==> config.mk <==
export PLATFORM = sky130hd
export DESIGN_NAME = dmem_arbiter
export DESIGN_NICKNAME = d
export VERILOG_FILES = /design/src/rtl/dmem_arbiter_pkg.sv /design/src/rtl/dmem_arbiter.sv
export SDC_FILE = /design/constraint.sdc
export NUM_CORES = 1
export LEC_CHECK = 0
export CAP_MARGIN = 20
export CORE_ASPECT_RATIO = 0.75
export CORE_MARGIN = 4
export CORE_UTILIZATION = 28
export DETAILED_ROUTE_END_ITERATION = 10
export PLACE_DENSITY = 0.88
export SETUP_SLACK_MARGIN = 0.3
export SYNTH_ARGS = -nofsm -noshare
export SYNTH_HDL_FRONTEND = slang
export SYNTH_SLANG_ARGS = --single-unit
export TNS_END_PERCENT = 50
==> constraint.sdc <==
create_clock -name clk_i -period 2.3 [get_ports clk_i]
set_input_delay 0.345 -clock clk_i [delete_from_list [all_inputs] [get_ports clk_i]]
set_output_delay 0.345 -clock clk_i [all_outputs]
set_load 0.005 [all_outputs]
==> src/rtl/dmem_arbiter_pkg.sv <==
// dmem_arbiter_pkg: definitions shared between the CPU data path and the
// data-memory arbiter.
//   DMEM_AW_DEF  : default data-memory word-address width
//   MEM_TYPE_*   : access-size codes carried on the *_type fields; they are
//                  interpreted only by Data_Memory
//   arb_state_e  : arbiter FSM state encoding
package dmem_arbiter_pkg;

    localparam int DMEM_AW_DEF = 11;

    localparam logic [1:0] MEM_TYPE_B  = 2'd0;
    localparam logic [1:0] MEM_TYPE_H  = 2'd1;
    localparam logic [1:0] MEM_TYPE_W  = 2'd2;
    localparam logic [1:0] MEM_TYPE_BU = 2'd3;

    typedef enum logic {
        CPU_PRI   = 1'b0,
        DBG_FORCE = 1'b1
    } arb_state_e;

endpackage

==> src/rtl/dmem_arbiter.sv <==
// dmem_arbiter: shares the single Data_Memory port between the CPU MEM stage
// and a loader/debug port. The CPU normally has priority; a debug request that
// has waited STARVE_MAX consecutive cycles is forced through for one grant.
//
// Ports
//   clk_i, rst_i           clock, synchronous active-high reset
//   cpu_req/we/type/addr/wdata_i  CPU access request (MEM stage)
//   cpu_stall_o            CPU request not served this cycle
//   cpu_rdata_o            load data in the served cycle (0-cycle latency)
//   dbg_req/we/type/addr/wdata_i  debug request, held until granted
//   dbg_gnt_o              debug request accepted this cycle
//   dbg_rvalid_o/rdata_o   registered debug read response
//   mem_*                  shared Data_Memory port (sync write, comb read)
module dmem_arbiter
    import dmem_arbiter_pkg::*;
#(
    parameter int DMEM_AW    = DMEM_AW_DEF,
    parameter int STARVE_MAX = 4
) (
    input  logic               clk_i,
    input  logic               rst_i,

    input  logic               cpu_req_i,
    input  logic               cpu_we_i,
    input  logic [1:0]         cpu_type_i,
    input  logic [DMEM_AW-1:0] cpu_addr_i,
    input  logic [31:0]        cpu_wdata_i,
    output logic               cpu_stall_o,
    output logic [31:0]        cpu_rdata_o,

    input  logic               dbg_req_i,
    input  logic               dbg_we_i,
    input  logic [1:0]         dbg_type_i,
    input  logic [DMEM_AW-1:0] dbg_addr_i,
    input  logic [31:0]        dbg_wdata_i,
    output logic               dbg_gnt_o,
    output logic               dbg_rvalid_o,
    output logic [31:0]        dbg_rdata_o,

    output logic               mem_ena_o,
    output logic               mem_wena_o,
    output logic [1:0]         mem_type_o,
    output logic [DMEM_AW-1:0] mem_addr_o,
    output logic [31:0]        mem_wdata_o,
    input  logic [31:0]        mem_rdata_i
);

    localparam int CNT_W = (STARVE_MAX < 1) ? 1 : $clog2(STARVE_MAX + 1);
    localparam logic [CNT_W-1:0] CNT_MAX = CNT_W'(STARVE_MAX);

    arb_state_e        state_q, state_d;
    logic [CNT_W-1:0]  cnt_q, cnt_d;
    logic              dbg_rvalid_q, dbg_rvalid_d;
    logic [31:0]       dbg_rdata_q, dbg_rdata_d;
    logic              cpu_gnt, dbg_gnt;
    logic              dbg_waiting;

    // Grant selection; nothing is granted while reset is asserted.
    always_comb begin
        cpu_gnt = 1'b0;
        dbg_gnt = 1'b0;
        if (!rst_i) begin
            if (state_q == CPU_PRI) begin
                cpu_gnt = cpu_req_i;
                dbg_gnt = dbg_req_i && !cpu_req_i;
            end else begin
                dbg_gnt = dbg_req_i;
                cpu_gnt = cpu_req_i && !dbg_req_i;
            end
        end
    end

    assign dbg_waiting = dbg_req_i && !dbg_gnt;

    // Starvation counter, FSM next state and debug read-response capture.
    always_comb begin
        state_d      = state_q;
        cnt_d        = '0;
        dbg_rvalid_d = dbg_gnt && !dbg_we_i;
        dbg_rdata_d  = dbg_rdata_q;

        if (dbg_waiting) begin
            cnt_d = (cnt_q == CNT_MAX) ? cnt_q : cnt_q + 1'b1;
        end

        case (state_q)
            CPU_PRI: begin
                // Qualified by dbg_waiting so STARVE_MAX=0 does not force
                // a state change while debug is idle.
                if (dbg_waiting && (cnt_d == CNT_MAX)) begin
                    state_d = DBG_FORCE;
                end
            end
            DBG_FORCE: begin
                if (dbg_gnt || !dbg_req_i) begin
                    state_d = CPU_PRI;
                end
            end
            default: state_d = CPU_PRI;
        endcase

        if (dbg_rvalid_d) begin
            dbg_rdata_d = mem_rdata_i;
        end
    end

    always_ff @(posedge clk_i) begin
        if (rst_i) begin
            state_q      <= CPU_PRI;
            cnt_q        <= '0;
            dbg_rvalid_q <= 1'b0;
            dbg_rdata_q  <= '0;
        end else begin
            state_q      <= state_d;
            cnt_q        <= cnt_d;
            dbg_rvalid_q <= dbg_rvalid_d;
            dbg_rdata_q  <= dbg_rdata_d;
        end
    end

    // Memory port mux: driven by the granted requester, all-zero when idle.
    always_comb begin
        mem_ena_o   = 1'b0;
        mem_wena_o  = 1'b0;
        mem_type_o  = '0;
        mem_addr_o  = '0;
        mem_wdata_o = '0;
        if (cpu_gnt) begin
            mem_ena_o   = 1'b1;
            mem_wena_o  = cpu_we_i;
            mem_type_o  = cpu_type_i;
            mem_addr_o  = cpu_addr_i;
            mem_wdata_o = cpu_wdata_i;
        end else if (dbg_gnt) begin
            mem_ena_o   = 1'b1;
            mem_wena_o  = dbg_we_i;
            mem_type_o  = dbg_type_i;
            mem_addr_o  = dbg_addr_i;
            mem_wdata_o = dbg_wdata_i;
        end
    end

    assign cpu_stall_o  = cpu_req_i && !cpu_gnt && !rst_i;
    assign cpu_rdata_o  = (cpu_gnt && !cpu_we_i) ? mem_rdata_i : 32'd0;
    assign dbg_gnt_o    = dbg_gnt;
    // A response pulse pending when reset arrives is suppressed immediately.
    assign dbg_rvalid_o = dbg_rvalid_q && !rst_i;
    assign dbg_rdata_o  = dbg_rdata_q;

endmodule

# Word-level counts from Yosys, hierarchy flattened
# Cells that the tools add are included.
dict set report word_totals {
  regBits 37
  latch_bits 0
  ram_bits 0
  romBits 0
  inputBits 128
  output_inout_bits 114
  wordCells 45
  n_memories 0
}
dict set report classes {
  add_sub_neg 1
  n_mul 0
  n_div 0
  magnitude_cmp 0
  n_eq_ne 2
  shift 0
  muxes 20
  bitwise 1
  reduce_logical 17
}
# operator count
set op_table {}
lappend op_table {{$mux 32} 3}
lappend op_table {{$mux 11} 2}
lappend op_table {{$mux 1} 10}
lappend op_table {{$logic_and 1x1->1} 9}
lappend op_table {{$logic_not 1->1} 7}
lappend op_table {{$eq 3x3->1 const B} 2}
lappend op_table {{$mux 3} 2}
lappend op_table {{$mux 2} 2}
lappend op_table {{$add 3x1->3 const B} 1}
lappend op_table {{$pmux 1 s2} 1}
lappend op_table {{$logic_or 1x1->1} 1}
lappend op_table {{$not 1->1} 1}

# Longest topological paths before layout
# Gate-level depths: netlist of the first run.
dict set report logic_depth {
  depth_word 11
  ltp_mapped 5
}

# Least setup slack after synthesis of the first run
# Ideal clock, no wire load.
dict set report synth_path {
  kind {input -> output}
  from {in rst_i}
  to {out cpu_rdata_o[22]}
  t_arrival_ns 1.313
  required_time_ns 1.955
  slack_ns 0.642
  stages 5
  path_cell_list {buf_2 -> nand2b_4 -> nor3b_2 -> clkbuf_1 -> and2_1}
}
dict set report synth_between {
  elab_chain_len 3
}
# item line_no
set synth_rtl {}
lappend synth_rtl {{start, declared} dmem_arbiter.sv:21} ;# input logic rst_i,
lappend synth_rtl {{$mux 1} dmem_arbiter.sv:62} ;# if (!rst_i) begin
lappend synth_rtl {{$logic_and 1x1->1} dmem_arbiter.sv:144} ;# assign cpu_rdata_o = (cpu_gnt && !cpu_we_i) ? mem_rdata_i : 32'd0;
lappend synth_rtl {{$mux 32} dmem_arbiter.sv:144}
lappend synth_rtl {{end, declared} dmem_arbiter.sv:29} ;# output logic [31:0] cpu_rdata_o,
# No other way between the ends.

# Worst setup path in the final report of the first run
dict set report layout_path {
  from {reg state_q}
  to {out mem_addr_o[8]}
}
dict set report layout_between {
  elab_chain_len 4
}
# item line_no
set layout_rtl {}
lappend layout_rtl {{start, declared} dmem_arbiter.sv:51} ;# arb_state_e state_q, state_d;
lappend layout_rtl {{start signal, assigned} dmem_arbiter.sv:114} ;# state_q <= state_d;
lappend layout_rtl {{$mux 1} dmem_arbiter.sv:63} ;# if (state_q == CPU_PRI) begin
lappend layout_rtl {{$mux 1} dmem_arbiter.sv:62}
lappend layout_rtl {{$mux 11} dmem_arbiter.sv:134} ;# end else if (dbg_gnt) begin
lappend layout_rtl {{$mux 11 *} dmem_arbiter.sv:128} ;# if (cpu_gnt) begin
lappend layout_rtl {{end, declared} dmem_arbiter.sv:43} ;# output logic [DMEM_AW-1:0] mem_addr_o,
# Mark *: on every way between the ends. The rest lies on a longest branch, timed or not.

==> reports/results.txt, run 1 <==
Final Cycle Share: 96.7%
Yosys reg bits: 37
Tmin final: 2.22 ns
element type at the critical path end: output port
drt pass-1 iters: 4
Worst Path Arrival: 1.88 ns
Syn Inst Count: 228
Max Slew Vio Count: 0
H-tree Lvls: 2
I/O Buffers: 241
CP Class: register to output port
Max Fclk: 0.450 GHz
clock share of power: 30.3%
area grow syn2layout: 136%
crit-path most repeated cell: buf_4
slew at the pin closest to its max-slew limit: 0.374 ns
Root Buffer: clkbuf_8
outcome: completed
warnings from Yosys: 0
Max Cap Viol: 0
Cell Int Power: 1.43 mW
core box area: 7880 sq um
clock tree buffer depth: 2
grt total ovfl: 0
Max FO, Critical Path: 10
Num Clock Sinks: 37
slew margin rel.: 75.1%
Die Wd: 112 microns
synthesized cell area: 2270 sq um
Worst EP required: 1.96 ns
Rows: 28
RSZ-0062 raised after global routing: yes
# IOs: 242
total power: 1.89 mW
leading area contributor after synthesis: dfxtp_1
Mapped Nets: 358
final clock skew: 0.0105 ns
number of global-route vias before repair: 3134
Antenna Cells: 0
via count: 2811
combined area of the multi-input logic cells: 1460 sq um
Leak: 2.33 nW
Reg clk slew, reported paths: 0.07 ns
DRT antenna net count: 0
most common cell in the synthesized netlist: a22o_1
Hold WC Path Type: register to register
Setup WS pre-CTS: -0.253 ns
Logic pwr share: 34.2%
leading cell types by count after synthesis: a22o_1, dfxtp_1, nor2b_1, and2_1, mux2_2
first-pass GRT wire length: 17.2 mm
GP Congestion: 0.778
drt wl/cell: 19.0 microns
register share of total power: 35.5%
die area: 9610 sq um
initial antenna violation count: 0
nets@finish: 633
drt total wl: 11.6 mm
Mapped Avg Cell Area: 9.94 sq um
Post-Route Utilization: 67.7%
initial core utilization: 28.7%
NetSw: 0.463 mW
CTS Buf Count: 5
layout cells sized above 1: 32.5%
part of the Yosys area used for sequential elements: 32.7%
hpwl dp: 8.30 mm
CP Launch Type: register
Post-synth EDFFs: 0
Residual DRC: 0
CP cell instances: and2b_4 > nor3_4 > buf_4 > buf_6 > buf_4 > buf_12 > a22o_1 > dlygate4sd2_1
Most used DFF post-synth: dfxtp_1
Pwr Density: 354 nW/um^2
Crit path largest cell delay: 0.35 ns
Synth cell types: 29
Iter 0 DRT Violations: 81
Skew-Pair Late Insertion Delay: 0.29 ns
sw frac: 24.5%
final worst slack: 0.0769 ns
ys async rst share: 0%
Vias/cell: 4.62
final hold vios: 0
final setup fails: 0
post-synth top area share: 32.7%
sequential cell area: 744 sq um
VDD IR max: 0.243 mV
Die Y: 85.9 microns
CP max stage cell: dfxtp_4
CTS tree: built
synth top area cells: dfxtp_1, a22o_1, mux2_2
fillcell total: 612
pin count of the biggest net entering global routing: 40
overall routing resource usage: 22.3%
==> flip-flops by register name, indices dropped and copies added, names as in the netlist <==
register and flops:
state_q 1, dbg_rdata_o 32, cnt_q 3, dbg_rvalid_q 1
==> metrics by stage <==
stage | cells | TNS, ns | hold WS (ns) | cell area [sq um]
3_5_place_dp | 571 | -14.96 | 0.500 | 4880
6_report | 609 | 0 | 0.508 | 5340
3_3_place_gp | 571 | -9.99 | 0.493 | 4880
5_1_grt | 609 | 0 | 0.555 | 5340
4_1_cts | 600 | 0 | 0.509 | 5310
2_1_floorplan | 228 | 0 | 0.474 | 2270
==> layout make-up <==
type | count | share of cell area [%]
tap | 105 | 2.46
clock buffer | 6 | 1.36
sequential | 37 | 13.9
timing repair buffer | 286 | 53.9
clock inverter | 2 | 0.727
multi-input combinational | 169 | 27.3
inverter | 4 | 0.281
==> layer usage <==
| metal | up-vias | wire [microns] | global-route usage, % |
|---|---|---|---|
| met1 | 1355 | 4900 | 27.7 |
| met5 | - | 0 | 0 |
| met3 | 10 | 549 | 5.78 |
| met4 | 0 | 154 | 5.08 |
| met2 | 81 | 5960 | 39.1 |
| li1 | 1365 | - | - |
==> final timing paths <==
kind                            startpoint             end  slack [ns]  depth (start not counted)
worst max register to register     state_q  dbg_rdata_o[4]        0.66                          5
worst min-delay path              cnt_q[0]         state_q        0.51                          2
worst max-delay path               state_q   mem_addr_o[8]        0.08                          8
worst min register to register    cnt_q[0]         state_q        0.51                          2
==> critical path, delay by kind of cell, from the launching register on <==
family	cells	cell delay [ns]
buf+inv	5	0.77
compound gates	1	0.17
simple gates	2	0.31
flops	1	0.35
==> cell usage in the layout (no fill, tap or decap), types with 2 or more instances in the layout <==
cell type and n:
dlymetal6s2s_1 3, buf_12 8, clkdlybuf4s15_1 10, inv_1 3
clkdlybuf4s15_2 15, dlygate4sd2_1 11, buf_16 7, clkbuf_8 5
nor3b_1 2, dfxtp_1 36, a21oi_1 2, buf_6 13
mux2_4 10, a22o_1 45, ha_1 2, clkbuf_2 27
nor2_1 4, nand2_1 2, and2_4 10, clkdlybuf4s50_1 158
buf_8 2, buf_4 20, and2_1 22, nor2b_1 34
mux2_2 22, buf_2 11
==> cells by family (layout without fill, tap and decap cells) <==
| family | count (synthesis) | in the layout | synth area share, % |
|---|---|---|---|
| and+or+nand+nor | 84 | 84 | 24.4 |
| AOI/OAI and AO/OA | 51 | 51 | 19.2 |
| DFF | 37 | 37 | 32.7 |
| muxes | 32 | 32 | 17.6 |
| buffers and inverters | 22 | 298 | 5.08 |
| adders and majority gates | 2 | 2 | 1.10 |
==> power by group through the flow <==
stage               Clock, mW  Sequential [mW]  Combinational [mW]
CTS                     0.589            0.671               0.637
global route            0.613            0.673               0.684
global placement            0            0.685               0.603
floorplan                   0            0.688               0.160
finish                  0.572            0.671               0.646
detailed placement          0            0.687               0.611
==> repair_timing <==
| action | 4_1_cts | 5_1_grt |
|---|---|---|
| hold endpoints to repair | 0 | 0 |
| hold buffers | 0 | 0 |
| endpoints found under the setup margin | 82 | 81 |
| pin swaps | 5 | 10 |
| cloned | 7 | 1 |
| gates resized for setup | 160 | 104 |
| buffers inserted | 14 | 8 |
Power figures use the tool's default switching activity.
==> run 2, diff against run 1 <==
Settings changed: SKIP_CTS_REPAIR_TIMING set to 1, TNS_END_PERCENT 50 to unset.
==> reports/results.txt, run 2 (synthesized netlist as in run 1, its figures left out) <==
outcome: completed
Logic pwr share: 33.4%
Rows: 28
Max Slew Vio Count: 0
initial antenna violation count: 0
Hold WC Path Type: register to register
DRT antenna net count: 0
die area: 9610 sq um
drt pass-1 iters: 4
Worst Path Buf+Inv: 5
number of global-route vias before repair: 2952
Cell Int Power: 1.41 mW
I/O Buffers: 241
RSZ-0062 raised after global routing: yes
NetSw: 0.454 mW
first-pass GRT wire length: 15.5 mm
hpwl dp: 8.30 mm
Final Cycle Share: 93.6%
sw frac: 24.3%
clock share of power: 30.6%
Die Y: 85.9 microns
commonest non-fill, non-tap cell in the layout: clkdlybuf4s50_1
overall routing resource usage: 19.8%
Crit path largest cell delay: 0.37 ns
CP delay by family, top: buffers and inverters
drt total wl: 11.6 mm
final clock skew: 0.00570 ns
CP cell instances: and2b_4 > nor3_4 > buf_6 > clkbuf_16 > buf_4 > buf_4 > a22o_1 > buf_2
Vias/cell: 4.65
most frequent cells in the layout: clkdlybuf4s50_1, dlymetal6s2s_1, a22o_1, dfxtp_1, nor2b_1
Num Clock Sinks: 37
register share of total power: 36.0%
slew at the pin closest to its max-slew limit: 0.382 ns
Antenna Cells: 0
Worst EP required: 1.96 ns
Leak: 3.02 nW
Skew-Pair Late Insertion Delay: 0.29 ns
nets@finish: 623
CP max stage cell: dfxtp_4
initial core utilization: 28.7%
element type at the critical path end: output port
H-tree Lvls: 2
via count: 2783
Max Cap Viol: 0
CTS Buf Count: 5
GP Congestion: 0.778
max FFs per register: 32
Worst Path Arrival: 1.81 ns
Pwr Density: 352 nW/um^2
# IOs: 242
Die Wd: 112 microns
CP Class: register to output port
slew margin rel.: 74.5%
drt wl/cell: 19.4 microns
Residual DRC: 0
Root Buffer: clkbuf_8
layout cells sized above 1: 22.5%
total power: 1.86 mW
clock tree buffer depth: 2
Setup TNS Final: 0 ns
VDD IR max: 0.242 mV
grt total ovfl: 0
core box area: 7880 sq um
final hold vios: 0
Tmin final: 2.15 ns
CP Launch Type: register
crit-path most repeated cell: buf_4
Max FO, Critical Path: 7
pin count of the biggest net entering global routing: 41
area grow syn2layout: 134%
CTS tree: built
Reg clk slew, reported paths: 0.08 ns
Max Fclk: 0.465 GHz
final setup fails: 0
Iter 0 DRT Violations: 127
## run 2: cell count changes in the layout (fill, tap and decap cells not counted), moves of 3 or more
cell             change
buf_6                -5
buf_16               -7
clkdlybuf4s15_1     -10
dlygate4sd2_1       -11
clkbuf_16            +4
and2_1              +10
buf_4                -3
and2_4              -10
dlymetal6s2s_1      +54
clkbuf_2            -22
buf_2                +9
buf_12               -4
clkdlybuf4s15_2     -15
## run 2: through the flow
step | std cells | setup WS (ns) | instance area, sq um | hold slack, ns | utilization (%)
finish | 599 | 0.148 | 5300 | 0.506 | 67.3
global route | 599 | 0.0938 | 5300 | 0.555 | 67.3
CTS | 579 | -0.262 | 4990 | 0.518 | 63.3
detailed placement | 571 | -0.253 | 4880 | 0.500 | 61.9
global placement | 571 | -0.174 | 4880 | 0.493 | 61.9
floorplan | 228 | 0.642 | 2270 | 0.474 | -
## run 2: path summary, 6_finish.rpt
path | depth (start not counted) | end | from | slack (ns)
worst max-delay path | 8 | mem_wdata_o[1] | state_q | 0.15
worst min-delay path | 2 | state_q | cnt_q[0] | 0.51
worst max register to register | 5 | dbg_rdata_o[4] | state_q | 0.63
worst min register to register | 2 | state_q | cnt_q[0] | 0.51
## run 2: routing by layer
metal / global-route usage [%] / part of all wire (%)
met1: 23.2 / 41
met3: 6.42 / 6.1
met5: 0 / 0
met2: 35.4 / 51
met4: 4.64 / 1.8
## run 2: final cells by class
cell class	count	area [sq um]
Tap cell	105	131
Sequential cell	37	744
Timing Repair Buffer	276	2870
Inverter	4	15.0
Multi-Input combinational cell	169	1430
Fill cell	613	2580
Clock inverter	2	38.8
Clock buffer	6	72.6
## run 2: power by group through the flow
stage	Combinational [mW]	Sequential (mW)	Clock [mW]
after floorplan	0.160	0.688	0
after global placement	0.603	0.685	0
after detailed placement	0.611	0.687	0
after CTS	0.615	0.672	0.589
after global routing	0.660	0.673	0.612
final	0.623	0.671	0.571
## run 2: worst register-to-register path, stage by stage, from the launching register on
cell and delay (ns):
dfxtp_4 0.37, and2b_4 0.20, buf_4 0.14, nor4_4 0.20, buf_12 0.26, mux2_2 0.39
